[config.mk]
export PLATFORM = sky130hd
export DESIGN_NAME = uart_tx_buf
export DESIGN_NICKNAME = d
export VERILOG_FILES = /design/src/rtl/uart_pkg.sv /design/src/rtl/uart_tx_buf_sync_fifo.sv /design/src/rtl/uart_tx_buf.sv
export SDC_FILE = /design/constraint.sdc
export NUM_CORES = 1
export LEC_CHECK = 0
export ABC_AREA = 0
export ABC_CLOCK_PERIOD_IN_PS = 5400
export CORE_UTILIZATION = 50
export DETAILED_ROUTE_END_ITERATION = 10
export GPL_TIMING_DRIVEN = 0
export PLACE_DENSITY = 0.77
export SLEW_MARGIN = 20
export SYNTH_ARGS = -nofsm -noshare
export SYNTH_HDL_FRONTEND = slang
export SYNTH_SLANG_ARGS = --single-unit
[constraint.sdc]
create_clock -name clk -period 5.4 [get_ports clk]
set_input_delay 1.08 -clock clk [delete_from_list [all_inputs] [get_ports clk]]
set_output_delay 1.08 -clock clk [all_outputs]
set_load 0.01 [all_outputs]
[src/rtl/uart_pkg.sv]
// Shared types and defaults for the UART transmit-side buffer.
package uart_pkg;

  typedef enum logic [1:0] {
    BUF_IDLE,
    BUF_START,
    BUF_SEND
  } buf_state_t;

  localparam int DEFAULT_DEPTH = 16;

endpackage

[src/rtl/uart_tx_buf_sync_fifo.sv]
// Synchronous byte FIFO with occupancy count and dropped-write pulse.
module sync_fifo #(
  parameter  int DW    = 8,
  parameter  int DEPTH = 16,
  localparam int AW    = $clog2(DEPTH)
) (
  input  logic          clk,
  input  logic          rst_n,
  input  logic          wr_en,
  input  logic [DW-1:0] wr_data,
  input  logic          rd_en,
  output logic [DW-1:0] rd_data,
  output logic          full,
  output logic          empty,
  output logic [AW:0]   count,
  output logic          overflow
);

  localparam logic [AW:0] FULL_COUNT = (AW+1)'(DEPTH);

  logic [DW-1:0] mem [DEPTH];
  logic [AW-1:0] wr_ptr;
  logic [AW-1:0] rd_ptr;
  logic          push;
  logic          pop;

  // full is the pre-edge value, so a write into a full FIFO is dropped even when a pop frees a slot
  assign full    = (count == FULL_COUNT);
  assign empty   = (count == '0);
  assign push    = wr_en && !full;
  assign pop     = rd_en && !empty;
  assign rd_data = mem[rd_ptr];

  always_ff @(posedge clk) begin
    if (!rst_n) begin
      wr_ptr   <= '0;
      rd_ptr   <= '0;
      count    <= '0;
      overflow <= 1'b0;
    end else begin
      overflow <= wr_en && full;
      if (push) wr_ptr <= wr_ptr + 1'b1;
      if (pop)  rd_ptr <= rd_ptr + 1'b1;
      case ({push, pop})
        2'b10:   count <= count + 1'b1;
        2'b01:   count <= count - 1'b1;
        default: count <= count;
      endcase
    end
  end

  // storage is not cleared on reset; pointers make old contents unreachable
  always_ff @(posedge clk) begin
    if (rst_n && push) mem[wr_ptr] <= wr_data;
  end

endmodule

[src/rtl/uart_tx_buf.sv]
// Transmit byte buffer: queues bytes and launches them one at a time,
// waiting for the transmitter's done tick between frames.
module uart_tx_buf
  import uart_pkg::*;
#(
  parameter  int DEPTH = DEFAULT_DEPTH,
  localparam int AW    = $clog2(DEPTH)
) (
  input  logic        clk,
  input  logic        rst_n,
  input  logic        wr_en,
  input  logic [7:0]  wr_data,
  output logic        full,
  output logic        empty,
  output logic [AW:0] count,
  output logic        overflow,
  output logic        tx_start,
  output logic [7:0]  tx_din,
  input  logic        tx_busy,
  input  logic        tx_done_tick
);

  buf_state_t state;
  buf_state_t state_next;
  logic       pop;
  logic [7:0] rd_data;

  sync_fifo #(
    .DW    (8),
    .DEPTH (DEPTH)
  ) u_fifo (
    .clk      (clk),
    .rst_n    (rst_n),
    .wr_en    (wr_en),
    .wr_data  (wr_data),
    .rd_en    (pop),
    .rd_data  (rd_data),
    .full     (full),
    .empty    (empty),
    .count    (count),
    .overflow (overflow)
  );

  // tx_start straight from the state register keeps it glitch-free and one cycle wide
  assign tx_start = (state == BUF_START);

  always_comb begin
    state_next = state;
    pop        = 1'b0;
    case (state)
      BUF_IDLE: begin
        if (!empty && !tx_busy) begin
          pop        = 1'b1;
          state_next = BUF_START;
        end
      end
      BUF_START: state_next = BUF_SEND;
      BUF_SEND: begin
        if (tx_done_tick) state_next = BUF_IDLE;
      end
      default: state_next = BUF_IDLE;
    endcase
  end

  always_ff @(posedge clk) begin
    if (!rst_n) begin
      state  <= BUF_IDLE;
      tx_din <= 8'h00;
    end else begin
      state <= state_next;
      if (pop) tx_din <= rd_data;
    end
  end

endmodule
Word level (Yosys, flattened, before mapping)
Memory sizes are Yosys's and may differ from the RTL's. A register that Yosys moved wholly into a read port is not among the register bits.
Index checks and enable logic that the tools add are counted.
Cells by class
  add/subtract/negate cells: 4
  eq/ne operators: 7
  multiplexer cells: 8
  reductions and logical operators: 13
Operators with widths (count)
  case mux 5 bit (2 select lines): 1
  adder 4 x 1 -> 4 bit, second input constant: 2
  case mux 2 bit (3 select lines): 1
  adder 5 x 1 -> 5 bit, second input constant: 1
  == test 5 bit, second input constant: 1
  logical AND 1 bit: 5
  logical NOT 5 bit: 1
  subtractor 5 x 1 -> 5 bit, second input constant: 1
  == test 2 x 1 -> 1 bit, second input constant: 2
  == test 2 bit, second input constant: 2
  logical NOT 1 bit: 4
  two-way mux 1 bit: 4
  two-way mux 2 bit: 2
  != test 2 bit, second input constant: 2
  logical NOT 2 bit: 1
  AND reduction 2 bit: 1
  nonzero test 2 bit: 1
Storage, ports and cells
  flip-flop bits (word level): 16
  memory bits (writable): 128
  word-level logic and storage cells: 38
  memories kept: 1
Memories
  u_fifo.mem: depth 16, width 8, rd ports 1, clocked after Yosys merged registers in 1, write ports 1, RTL line uart_tx_buf_sync_fifo.sv:21  | logic [DW-1:0] mem [DEPTH];

Depth between registers and ports, before layout
  depth in word-level cells: 8
  mapped depth: 12

Cells and area by module
Synthesis repeated with hierarchy kept, for this count alone.
Second synthesis, totals
  cells, all modules: 371
  area total of the unflattened synthesis: 6269.8 µm²
Modules (own cells, without submodules)
  sync_fifo: times used 1, cells an instance 329, area each 5858.1 µm², sequential area each 4204.0 µm²
  uart_tx_buf: times used 1, cells an instance 42, area each 411.6 µm², sequential area each 200.2 µm²

Worst setup path before layout
Ideal clock, no wire load.
  path kind: input to register
  start: input tx_busy
  end: register u_fifo.count[4]
  library setup time: 0.118 ns
  data arrival time: 3.192 ns
  required time: 5.282 ns
  setup slack: 2.090 ns
  stages: 11
  cells stage by stage: a2111oi_4 -> buf_6 -> buf_8 -> ha_1 -> inv_1 -> fa_1 -> nor2b_1 -> o21ai_0 -> nand3_1 -> or3b_1 -> mux2i_1
Between the ends
  word-level cells in the longest chain between the ends: 7
  elaborated cells between the ends (all ways): 9
  those cells by class: 2 x eq/ne; 3 x mux; 4 x reduce/logical
Ends and longest elaborated chain
  start: declaration: RTL line uart_tx_buf.sv:19  | input logic tx_busy,
  logical NOT 1 bit *: RTL line uart_tx_buf.sv:52  | if (!empty && !tx_busy) begin
  logical AND 1 bit *: RTL line uart_tx_buf.sv:52
  two-way mux 1 bit *: RTL line uart_tx_buf.sv:52
  two-way mux 1 bit *: RTL line uart_tx_buf.sv:50  | case (state)
  logical AND 1 bit *: RTL line uart_tx_buf_sync_fifo.sv:31  | assign pop = rd_en && !empty;
  == test 2 x 1 -> 1 bit or == test 2 bit (tied branches): RTL line uart_tx_buf_sync_fifo.sv:44  | case ({push, pop})
  case mux 5 bit (2 select lines) or nonzero test 2 bit (tied branches)
  end signal: assignment: RTL line uart_tx_buf_sync_fifo.sv:45  | 2'b10: count <= count + 1'b1;
  end signal: assignment: RTL line uart_tx_buf_sync_fifo.sv:46  | 2'b01: count <= count - 1'b1;
  end signal: assignment: RTL line uart_tx_buf_sync_fifo.sv:47  | default: count <= count;
  end: declaration: RTL line uart_tx_buf_sync_fifo.sv:15  | output logic [AW:0] count,
Mark *: on every way between the ends. The rest lies on a longest branch, timed or not.
A chain may end at the register's enable or synchronous reset.

Worst setup path after layout
Ends and elaborated chain as after synthesis.

==> metrics.csv <==
stage;metric;value;unit
synth;Synth Register Bits;152;
worst_setup_path;Setup CP Type;in -> reg;
clocking;CTS tree;yes;
final_layout;n_diodes;0;
final_layout;final cell count without fillers;605;
sta;fin crit share;0.6847;
routing;DRT iter0 DRCs;269;
floorplanning;Die H;112.9;microns
grt;number of global-route vias before repair;3458;
synth;Post-synth ARST share;0;
clocking;H-tree levels;4;
synth;Yosys top cell area share;0.6254;
synth;count leader, synth;edfxtp_1;
sta;FMAX;270.4;MHz
sta;max-slew violation count;0;
grt;initial antenna violation count;0;
grt;Tot GR Track Use;0.1983;
grt;largest net degree at the start of global routing;17;
hold_path;hold endpoint;u_fifo.count[4];
clocking;post-CTS setup buffers;0;
sta;Clock Skew;8.264;ps
clocking;Clock Latency Late Sink;420;ps
routing;total wire length;11780;microns
clocking;clock root cell;clkbuf_16;
hold_path;hold_sp;u_fifo.count[4];
final_layout;final core utilization;0.5992;
final_layout;Nets;468;
worst_setup_path;Startpoint Class;input port;
grt;Congestion Overflow GR;0;
clocking;Worst-path clk slew;60;ps
run;Max Cap Viol;0;
placement;number of port buffers;28;
clocking;Max clock buf depth;2;
worst_setup_path;CP required;5700;ps
floorplanning;Ports;30;
hold_path;worst hold stages;2;
worst_setup_path;crit path capture type;flip-flop;
final_layout;share of layout cells above drive strength 1;0.1026;
clocking;clock tree sinks;152;
power;PD cells;425.0;nW/um^2
routing;number of remaining DRC errors;0;
clocking;CTS Buf Count;17;
synth;Yosys warnings;0;
power;LEAKAGE;0.002296;uW
worst_setup_path;Arr. time, crit path;4000;ps
hold_path;worst hold path type;reg -> reg;
synth;Synth area leader;edfxtp_1;
synth;Yosys cell types;36;
synth;Syn Inst Count;398;
final_layout;Layout area overhead;17.10;%
synth;top cells by count, synth;edfxtp_1, mux2i_1, o22ai_1;
placement;post-DP HPWL;7884;microns
grt;first-pass GRT wire length;18310;microns
worst_setup_path;Critical R2R Capture;u_fifo.count[4];
worst_setup_path;Max FO, Critical Path;10;
placement;RePlAce Congestion;0.7406;
synth;ys flop type;edfxtp_1;
status;status;finished, final reports clean;
worst_setup_path;R2R setup slack;2210;ps
synth;largest cells by area after synthesis;edfxtp_1, mux2i_1, dfxtp_1, o22ai_1, ha_1;
sta;crit path time final;3698;ps
clocking;Post-CTS Hold Buffers;0;
sta;RSZ-0062 raised after global routing;no;
placement;cell count after placement;573;
synth;Net Count, Synth;421;
worst_setup_path;reg2reg path depth;12;
routing;Via density;5.719;
routing;routed length per placed instance;19.46;microns
synth;cell area after synthesis;6146;sq um
sta;pin slew with the least headroom to its limit;794.8;ps
synth;Synth Area per Inst;15.44;sq um
sta;slew margin rel.;0.4682;
synth;register area share after synthesis;0.7036;
routing;TritonRoute pass-1 iters;4;
floorplanning;Horiz. Die Dim;112.9;microns
sta;setup TNS;0;ps
routing;Vias;3460;
floorplanning;core area;12010;sq um
synth;Post-synth EDFFs;128;
sta;Hold Vio Cnt, Final;0;
floorplanning;row cnt;40;
routing;Final ANT Viol Nets;0;
floorplanning;initial core utilization;0.5117;
power;Peak VDD IR;0.2578;mV
clocking;PostCTS Resize Cnt;0;
sta;final setup fails;0;
floorplanning;Die ar.;12740;sq um
worst_setup_path;launch point of the worst reg-to-reg path;u_fifo.count[0];
layout by cell type (no fill, tap or decap), types with 2 or more instances in the layout:
cell type / count
nand2_1: 12
buf_6: 2
nand4_1: 2
inv_1: 9
mux2i_1: 62
xor2_1: 3
o21ai_0: 13
nand3_1: 6
clkinv_2: 2
nand2b_1: 2
buf_1: 2
nand3b_1: 4
clkinvlp_4: 4
xnor2_1: 5
dfxtp_1: 24
and2_1: 11
nor3_2: 4
clkdlybuf4s50_1: 28
or3b_1: 2
ha_1: 9
nor2_1: 16
nor4_1: 7
clkbuf_1: 11
bufinv_16: 2
nor2b_1: 6
o22ai_1: 30
edfxtp_1: 128
mux4_1: 2
clkbuf_16: 17
clkinv_4: 2
a21oi_1: 12
buf_2: 7
state kept, by name, summed over array words and instances, names as in the netlist:
name	count
u_fifo.rd_ptr	4
u_fifo.overflow	1
state	2
u_fifo.mem	128
tx_din	8
u_fifo.count	5
u_fifo.wr_ptr	4
layer usage:
metal	wire (microns)	vias up	global-route usage
li1	-	1614	-
met4	306	0	0.09825
met5	0	-	0
met1	5017	1710	0.2533
met3	616	21	0.04017
met2	5836	115	0.3259
through the flow:
step	area [sq um]	power, uW	hold WS, ps	setup slack (ps)
2_1_floorplan	6146	1730	529.7	2090
3_3_place_gp	6610	1939	504.9	1369
3_5_place_dp	6625	1959	525.5	1321
4_1_cts	7192	3067	530.2	1745
5_1_grt	7197	3165	547.9	1540
6_report	7197	3059	534.1	1702
logic make-up after synthesis:
| family | Yosys count | synth area share |
|---|---|---|
| xor gates and xnor gates | 9 | 0.01405 |
| muxes | 64 | 0.1095 |
| DFF | 152 | 0.7036 |
| buffers and inverters | 29 | 0.02504 |
| adders and majority gates | 10 | 0.02158 |
| and+or+nand+nor | 76 | 0.06779 |
| AOI/OAI and AO/OA | 58 | 0.05843 |
worst max-delay path by stage:
stage,from,cells after the start,to
final,tx_busy,12,u_fifo.count[4]
after global routing,tx_busy,12,u_fifo.count[4]
after CTS,tx_busy,12,u_fifo.count[4]
after detailed placement,tx_busy,12,u_fifo.count[4]
after global placement,tx_busy,12,u_fifo.count[4]
after floorplan,tx_busy,11,u_fifo.count[4]
report_power, final:
part / switching (uW) / internal (uW)
logic: 281 / 261
registers: 52.5 / 1340
clock network: 443 / 680
total: 777 / 2280
worst max-delay path, cell delays in order:
cell	delay [ps]
clkdlybuf4s50_1	440
a2111oi_4	490
buf_6	220
buf_8	150
ha_1	240
inv_1	110
fa_1	420
nor2b_1	140
o21ai_0	110
nand3_1	100
or3b_1	370
mux2i_1	130
layout make-up:
class,count,area (sq um)
inverters,9,33.78
multi-input cells,217,1688
clock inverters,11,126.4
well taps,147,183.9
flip-flops and latches,152,4324
fillers,896,4815
clock buffers,21,440.4
plain buffers,20,120.1
repair buffers,28,280.3
Power figures use the tool's default switching activity.
